===== config.mk =====
export PLATFORM = sky130hd
export DESIGN_NAME = hazard_ctrl
export DESIGN_NICKNAME = d
export VERILOG_FILES = /design/src/rtl/hazard_ctrl.sv
export SDC_FILE = /design/constraint.sdc
export NUM_CORES = 1
export LEC_CHECK = 0
export CORE_MARGIN = 5
export CORE_UTILIZATION = 30
export DETAILED_ROUTE_END_ITERATION = 10
export HOLD_SLACK_MARGIN = 0.03
export PLACE_DENSITY_LB_ADDON = 0.05
export SLEW_MARGIN = 15
export SYNTH_ARGS = -nofsm -noshare
export SYNTH_HDL_FRONTEND = slang
export SYNTH_SLANG_ARGS = --single-unit

===== constraint.sdc =====
create_clock -name CLK -period 2.9 [get_ports CLK]
set_input_delay 0.58 -clock CLK [delete_from_list [all_inputs] [get_ports CLK]]
set_output_delay 0.58 -clock CLK [all_outputs]
set_load 0.1 [all_outputs]

===== src/rtl/hazard_ctrl.sv =====
// hazard_ctrl: pipeline sequencer for the 5-stage core (IF, DE, EX, MEM, WB).
//
// Decides which pipeline latches advance and which load a NOP. It resolves
// D-cache waits, load-use hazards, taken branches/jumps, I-cache misses and
// halt. Halt is sticky. Two saturating counters track stall and flush cycles.
//
// Ports
//   CLK, RST      core clock (rising edge), asynchronous active-high reset
//   ihit, dhit    fetch / data access completed this cycle
//   mem_dREN/WEN  load / store in MEM
//   ex_dREN       EX instruction is a load; ex_regDst is its destination
//   de_rs, de_rt  DE source registers; de_uses_rt says whether rt is read
//   br_taken      EX resolved a taken branch or jump
//   wb_halt       halt instruction in WB
//   *_en          latch enables (pc, IF/DE, DE/EX, EX/MEM, MEM/WB)
//   *_flush       IF/DE and DE/EX load a NOP
//   halt          registered, sticky halt indication
//   stall_cycles  cycles with pc_en=0 while not halted (saturating)
//   flush_cycles  cycles with any flush asserted (saturating)
//
// state  | meaning
// RUN    | normal operation
// DWAIT  | data access in MEM outstanding
// HALTED | core stopped until reset
module hazard_ctrl #(
  parameter int CNT_W = 32
) (
  input  logic             CLK,
  input  logic             RST,
  input  logic             ihit,
  input  logic             dhit,
  input  logic             mem_dREN,
  input  logic             mem_dWEN,
  input  logic             ex_dREN,
  input  logic [4:0]       ex_regDst,
  input  logic [4:0]       de_rs,
  input  logic [4:0]       de_rt,
  input  logic             de_uses_rt,
  input  logic             br_taken,
  input  logic             wb_halt,
  output logic             pc_en,
  output logic             ifde_en,
  output logic             deex_en,
  output logic             exmem_en,
  output logic             memwb_en,
  output logic             ifde_flush,
  output logic             deex_flush,
  output logic             halt,
  output logic [CNT_W-1:0] stall_cycles,
  output logic [CNT_W-1:0] flush_cycles
);

  typedef enum logic [1:0] {
    RUN    = 2'd0,
    DWAIT  = 2'd1,
    HALTED = 2'd2
  } state_t;

  state_t state;

  logic dreq;
  logic dstall;
  logic loaduse;

  assign dreq   = mem_dREN | mem_dWEN;
  assign dstall = dreq & ~dhit;

  // r0 never carries a real dependency, so a load targeting it is ignored.
  assign loaduse = ex_dREN & (ex_regDst != 5'd0) &
                   ((ex_regDst == de_rs) | (de_uses_rt & (ex_regDst == de_rt)));

  // Enables/flushes are combinational so a hazard is handled in the same
  // cycle it is seen. Every flush keeps its latch enable high so the NOP loads.
  always_comb begin
    pc_en      = 1'b1;
    ifde_en    = 1'b1;
    deex_en    = 1'b1;
    exmem_en   = 1'b1;
    memwb_en   = 1'b1;
    ifde_flush = 1'b0;
    deex_flush = 1'b0;
    if ((state == HALTED) || wb_halt || dstall) begin
      // Full freeze: a pending branch or load-use is held by the frozen
      // latches and gets serviced on the release cycle.
      pc_en    = 1'b0;
      ifde_en  = 1'b0;
      deex_en  = 1'b0;
      exmem_en = 1'b0;
      memwb_en = 1'b0;
    end else if (br_taken) begin
      // DE instruction is squashed, so any load-use against it is moot.
      ifde_flush = 1'b1;
      deex_flush = 1'b1;
    end else if (loaduse) begin
      pc_en      = 1'b0;
      ifde_en    = 1'b0;
      deex_flush = 1'b1;
    end else if (!ihit) begin
      pc_en      = 1'b0;
      ifde_flush = 1'b1;
    end
  end

  always_ff @(posedge CLK or posedge RST) begin
    if (RST) begin
      state        <= RUN;
      halt         <= 1'b0;
      stall_cycles <= '0;
      flush_cycles <= '0;
    end else begin
      if (state != HALTED) begin
        if (!pc_en && (stall_cycles != {CNT_W{1'b1}}))
          stall_cycles <= stall_cycles + CNT_W'(1);
        if ((ifde_flush || deex_flush) && (flush_cycles != {CNT_W{1'b1}}))
          flush_cycles <= flush_cycles + CNT_W'(1);
      end
      if (wb_halt) begin
        state <= HALTED;
        halt  <= 1'b1;
      end else begin
        case (state)
          RUN:     if (dstall) state <= DWAIT;
          DWAIT:   if (dhit)   state <= RUN;
          HALTED:  state <= HALTED;
          default: state <= RUN;
        endcase
      end
    end
  end

endmodule

Word-level counts from Yosys, hierarchy flattened. Cells that the tools add are included.

Word-level logic and storage cells: 52. Register bits: 67. Bits of input ports: 25. Output and inout port bits: 72.

Mux-type cells: 19. Reduce and logical (&&, ||, !) cells: 11. Bitwise logic cells: 7. Equality and inequality tests: 9. $add $sub $neg: 2.

Operator list (count): $add 32x1->32 const B (2); $ne 32x32->1 const B (2); $mux 1 (15); $eq 5x5->1 (2); $mux 2 (3); $ne 3x3->1 const B (2); $pmux 2 s3 (1); $reduce_and 2->1 (3); $reduce_bool 5->1 (1); $and 1x1->1 (4); $logic_or 1x1->1 (3); $eq 2x1->1 const B (1); $eq 2x2->1 const B (1); $logic_and 1x1->1 (2); $logic_not 2->1 (1); $ne 2x2->1 const B (1); $or 1x1->1 (2); $logic_not 1->1 (1); $not 1->1 (1).

Longest topological paths before layout. Gate-level depths: netlist of the first run.

Depth in word-level cells: 10. Mapped depth: 8. Depth with buffers taken out: 7.

Least setup slack after synthesis of the first run. OpenSTA, ideal clock, no wires.

Path kind: in2out. Start: input port mem_dWEN. End: output port ifde_flush. Path slack: -1560 ps. Data arrival time: 3880 ps. Required time: 2320 ps. Cell stages on the path: 4. Path buffers: 0. Path through: o21ba_2 nor3_2 o31ai_1 nor2_1.

Word-level cells in the longest chain between the ends: 4.

Ends and longest elaborated chain: start, declared (RTL line 33) `input logic mem_dWEN,`; $or 1x1->1 (RTL line 65) `assign dreq = mem_dREN | mem_dWEN;`; $and 1x1->1 (RTL line 66) `assign dstall = dreq & ~dhit;`; $logic_or 1x1->1 (RTL line 82) `if ((state == HALTED) || wb_halt || dstall) begin`; $mux 1 (RTL line 82); end, declared (RTL line 46) `output logic ifde_flush,`.

Every way passes these cells.

Worst setup path after layout of the first run.
Start: input port de_rs[0]. End: output port ifde_en.

Word-level cells in the longest chain between the ends: 6.

Ends and longest elaborated chain: start, declared (RTL line 36) `input logic [4:0] de_rs,`; $eq 5x5->1 (RTL line 70) `((ex_regDst == de_rs) | (de_uses_rt & (ex_regDst == de_rt)));`; $or 1x1->1 (RTL line 70); $and 1x1->1 (RTL line 69) `assign loaduse = ex_dREN & (ex_regDst != 5'd0) &`; $mux 1 (RTL line 94) `end else if (loaduse) begin`; $mux 1 (RTL line 90) `end else if (br_taken) begin`; $mux 1 (RTL line 82); end, declared (RTL line 42) `output logic ifde_en,`.

Every way passes these cells.

==> results of run 1 <==
## kinds of logic after synthesis
family | share of synthesized area, %
and+or+nand+nor | 28.0
xor gates and xnor gates | 17.6
adders and majority gates | 0.708
AOI/OAI and AO/OA | 2.58
buffers and inverters | 2.76
muxes | 0.955
DFF | 47.4
## synthesized netlist by cell type (3+ instances only)
cell / instances / area share, %
dfrtp_1: 67 / 47
xor2_1: 37 / 9.2
xnor2_1: 34 / 8.4
nand4_1: 29 / 5.1
nor3_1: 24 / 3.4
nand2_1: 22 / 2.3
nand3_1: 21 / 3.0
nor2_1: 17 / 1.8
nor4_1: 15 / 2.7
inv_1: 7 / 0.74
buf_2: 6 / 0.85
nand2b_1: 5 / 0.88
and4_1: 4 / 0.99
buf_4: 4 / 0.85
nand3b_1: 4 / 0.85
nor3b_1: 4 / 0.85
o21ai_0: 4 / 0.57
clkbuf_1: 3 / 0.32
nand4b_1: 3 / 0.74
## what timing repair did
item,4_1_cts,5_1_grt
gates cloned,0,0
pin swaps,3,1
gates resized for setup,8,0
setup buffers,2,2
setup endpoints to repair,4,1
## power breakdown
part / switching (mW) / leakage (nW) / internal, mW
logic: 0.145 / 1.32 / 0.0763
registers: 0.0154 / 0.913 / 0.946
clock network: 0.405 / 0.166 / 0.825
total: 0.565 / 2.40 / 1.85
## flip-flops by register name, indices dropped and copies added, names as in the netlist
signal	cells
halt	1
state	2
stall_cycles	32
flush_cycles	32
## routing by layer
layer | track usage, % | wire (µm)
met1 | 17.5 | 4170
met2 | 23.2 | 4750
met3 | 5.16 | 517
met4 | 3.69 | 80
met5 | 0 | 0
## worst max-delay path, stage by stage
cell and delay, ns:
clkdlybuf4s50_1 0.47, xnor2_1 0.12, nand3_1 0.12, o22a_1 0.26
o31ai_4 0.29, bufinv_8 0.23, buf_12 0.15
## cell usage in the layout (no fill, tap or decap), drive strengths merged, types with 6 or more instances in the layout
| cell type | instances |
|---|---|
| buf | 98 |
| clkbuf | 13 |
| clkdlybuf4s50 | 19 |
| dfrtp | 67 |
| inv | 6 |
| nand2 | 22 |
| nand3 | 21 |
| nand4 | 30 |
| nor2 | 18 |
| nor3 | 25 |
| nor4 | 16 |
| xnor2 | 34 |
| xor2 | 37 |
## worst min path at each step
stage / start / endpoint / depth (start not counted)
6_report: state[1]$_DFFE_PP0P_ / state[0]$_DFFE_PP0P_ / 1
5_1_grt: halt$_DFFE_PP0P_ / halt$_DFFE_PP0P_ / 1
4_1_cts: state[1]$_DFFE_PP0P_ / state[0]$_DFFE_PP0P_ / 1
3_5_place_dp: halt$_DFFE_PP0P_ / halt$_DFFE_PP0P_ / 1
3_3_place_gp: state[1]$_DFFE_PP0P_ / state[0]$_DFFE_PP0P_ / 1
2_1_floorplan: state[1]$_DFFE_PP0P_ / state[0]$_DFFE_PP0P_ / 1
## stage by stage
stage / power [mW] / setup slack (ns) / area, µm²
final: 2.41 / 0.0914 / 5180
after global placement: 1.20 / -0.0815 / 4810
after detailed placement: 1.20 / -0.0993 / 4810
after floorplan: 1.11 / -0.296 / 3630
after CTS: 2.45 / 0.00287 / 5170
after global routing: 2.51 / -0.00618 / 5180
## area by class of cell
cell class / count / area [µm²]
tap: 143 / 179
fill: 1110 / 6280
timing repair buffer: 122 / 1090
inverter: 7 / 40.0
multi-input combinational: 257 / 1860
clock buffer: 13 / 270
sequential: 67 / 1680
clock inverter: 3 / 68.8
==> flow_summary.yaml, run 1 <==
clock_tree:
  htree_levels: 3
  cts_buffers: 9
  path_clk_slew_ns: 0.05
  cts_hold_buf: 0
  clockBufferDepth: 2
  cts.sink_count: 67
  cts_tree: "built"
  clockRootBuffer: "clkbuf_16"
  insertion_delay_ns: 0.33
cells_and_area:
  fin_util_pct: 45.2
  syn_to_final_growth_pct: 46.6
  antenna_cells: 0
  layout.cells.non_filler: 612
  nNetsFinal: 491
  drive_above_1_share_pct: 30.3
die:
  floorplan.die.height_um: 119
  initial_core_util_pct: 30.8
  core-area_mm2: 0.0115
  pin_count: 97
  die_area_mm2: 0.0141
  die_w_um: 119
  row_count: 39
timing:
  min_period_ns: 2.81
  tightest_slew_ns: 0.662
  maxSlewHeadroom_pct: 55.4
  hold_ws_ns: 0.467
  setup_viol: 0
  slew_viol_final: 0
  tns_ns: 0
  fin_crit_sh_pct: 96.8
  fin_skew_ns: 0.00777
  fmaxAchievable_ghz: 0.356
  finalHoldViolations: 0
detailed_routing:
  drt_first_pass_iters: 4
  vias: 3018
  drt_iter0_drc: 180
  wl_um: 9520
  vias_per_cell: 4.93
  drc: 0
  antenna_left: 0
  wire_per_inst_um: 15.6
logic_synthesis:
  syn_avg_cell_area_um2: 10.3
  synth_cell_type_count: 43
  synth_seq_cells: 67
  synth_edf_count: 0
  synthCells: 344
  ys_warn_count: 0
  async_reset_ff_share_pct: 100
  ys_seq_area_share_pct: 47.4
  syn-num-nets: 371
  syn_area_mm2: 0.00354
  synth-main-ff-cell: "dfrtp_1"
grt:
  grt_use_total_pct: 14.1
  antenna_found_initial: 0
  grt_pass1_wl_um: 16300
  overflow: 0
  grt_max_degree: 32
  grt_pass1_vias: 3203
setup_path:
  r2r_slack_ns: 0.52
  r2r_cells: 7
  setup.worst_path.end: "ifde_en"
  crit_fanout: 3
  cp.arrival_ns: 2.23
  required_ns: 2.32
  worstSetupPathType: "in2out"
  cp-end-kind: "output port"
  critPathLaunchType: "input pin"
  worstSetupStartpoint: "de_rs[0]"
  reg2reg_from: "stall_cycles[9]$_DFFE_PP0P_"
  r2r-end: "stall_cycles[31]$_DFFE_PP0P_"
pwr:
  power_density_mw_per_mm2: 465
  ir_drop_uv: 341
  p_leak_nw: 2.40
placed_design:
  placedCellCount: 592
  io_buffers: 96
  hpwl_um: 7100
  gp_congestion: 0.734
job:
  cap_violations: 0
hold_path:
  min_path_type: "reg2reg"
status:
  status: "finished, final reports clean"
(Power assumes the default switching activity.)
==> run 2: changes to the inputs <==
PLACE_DENSITY = 0.61   (was default)
PLACE_DENSITY_LB_ADDON = default   (was 0.05)
==> flow_summary.yaml, run 2 (same netlist as run 1, synthesis figures left out) <==
status:
  status: "finished, final reports clean"
pwr:
  p_int_mw: 1.64
  pwr-share-comb_pct: 10.1
  seqPwrFrac_pct: 44.2
  power_density_mw_per_mm2: 430
  switching_share_pct: 24.6
  power_mw: 2.18
  p_clk_share_pct: 45.8
  p_leak_nw: 2.34
  ir_drop_uv: 401
  p_sw_mw: 0.534
timing:
  maxSlewHeadroom_pct: 47.4
  min_period_ns: 2.81
  setup_viol: 0
  finalHoldViolations: 0
  slew_viol_final: 0
  fin_crit_sh_pct: 97.1
  fin_skew_ns: 0.00420
  tightest_slew_ns: 0.788
  fmaxAchievable_ghz: 0.355
  hold_ws_ns: 0.459
cells_and_area:
  antenna_cells: 0
  final_cell_mix: "83 x buf_4, 67 x dfrtp_1, 37 x xor2_1, 34 x xnor2_1, 29 x nand4_1"
  drive_above_1_share_pct: 28.9
  syn_to_final_growth_pct: 43.2
  nNetsFinal: 485
  fillers: 1095
  fin_util_pct: 44.1
  layout_commonest_cell: "buf_4"
  top_regs: "flush_cycles x32, stall_cycles x32, state x2"
setup_path:
  crit_buf_inv: 3
  critical-path-top-delay-family: "buffers and inverters"
  r2r_cells: 6
  reg2reg_from: "stall_cycles[8]$_DFFE_PP0P_"
  required_ns: 2.32
  slowest_stage: "clkdlybuf4s50_1"
  worstSetupStartpoint: "mem_dWEN"
  crit_chain: "clkdlybuf4s50_1 > o21ba_4 > nor3_4 > o31ai_4 > buf_4 > nor2_4 > buf_12"
  cp.arrival_ns: 2.23
  cp-end-kind: "output port"
  worstSetupPathType: "in2out"
  cp_slowest_stage_delay_ns: 0.45
  critPathLaunchType: "input pin"
  r2r-end: "stall_cycles[6]$_DFFE_PP0P_"
  crit_fanout: 6
  r2r_slack_ns: 0.44
die:
  initial_core_util_pct: 30.8
  core-area_mm2: 0.0115
  floorplan.die.height_um: 119
  die_area_mm2: 0.0141
  die_w_um: 119
  pin_count: 97
  row_count: 39
hold_path:
  whs_endpoint: "state[0]$_DFFE_PP0P_"
  min_path_type: "reg2reg"
  whs_path_depth: 1
  holdCritStartpoint: "state[1]$_DFFE_PP0P_"
grt:
  antenna_found_initial: 0
  overflow: 0
  grt_pass1_vias: 3049
  grt_use_total_pct: 13.7
  grt_max_degree: 37
  grt_pass1_wl_um: 16000
detailed_routing:
  drt_first_pass_iters: 4
  drt_iter0_drc: 186
  antenna_left: 0
  vias: 3030
  wl_um: 9520
  vias_per_cell: 5.00
  wire_per_inst_um: 15.7
  drc: 0
clock_tree:
  htree_levels: 3
  insertion_delay_ns: 0.33
  cts_tree: "built"
  clockBufferDepth: 2
  cts.sink_count: 67
  path_clk_slew_ns: 0.05
  cts_hold_buf: 0
  clockRootBuffer: "clkbuf_16"
  cts_buffers: 9
placed_design:
  gp_congestion: 0.800
  hpwl_um: 7090
  io_buffers: 96
job:
  cap_violations: 0
[run 2: power groups by stage]
stage          clock network, mW  registers [mW]  logic [mW]
3_5_place_dp                   0           0.977       0.220
5_1_grt                     1.07           0.962       0.234
3_3_place_gp                   0           0.977       0.217
4_1_cts                     1.03           0.961       0.222
6_report                   0.996           0.961       0.219
2_1_floorplan                  0            1.05      0.0584
[run 2: through the flow]
stage	setup WS [ns]	area [µm²]	instances	TNS, ns
6_report	0.0853	5060	606	0
5_1_grt	-0.00196	5060	606	-0.00196
4_1_cts	0.0108	5050	605	0
3_5_place_dp	-0.132	4760	587	-0.316
3_3_place_gp	-0.0437	4760	587	-0.0804
2_1_floorplan	-0.296	3630	344	-1.22
[run 2: worst max path at each step]
stage / slack (ns) / cells past startpoint / endpoint
floorplan: -0.30 / 4 / ifde_flush
global placement: -0.04 / 7 / ifde_en
detailed placement: -0.13 / 7 / ifde_en
CTS: 0.01 / 7 / ifde_en
global route: -0.002 / 7 / ifde_flush
finish: 0.09 / 7 / ifde_flush
[run 2: layout make-up]
| class | count | area, µm² | share of cell area (%) |
|---|---|---|---|
| flip-flops and latches | 67 | 1680 | 33.1 |
| repair buffers | 116 | 1040 | 20.5 |
| multi-input cells | 257 | 1860 | 36.7 |
| clock inverters | 2 | 10.0 | 0.198 |
| well taps | 143 | 179 | 3.53 |
| clock buffers | 14 | 264 | 5.22 |
| inverters | 7 | 40.0 | 0.791 |
[run 2: timing repair]
item                       CTS  global route
setup endpoints to repair    4             1
setup buffers                2             1
gates resized for setup      8             0
pin swaps                    6             1
gates cloned                 0             0
[run 2: routing by layer]
metal	track usage [%]	share of wire, %	wire length, µm	vias up
li1	-	-	-	1464
met1	18.3	45	4290	1463
met2	21.5	48	4560	91
met3	4.39	6.1	585	12
met4	3.19	0.95	90	0
met5	0	0	0	-
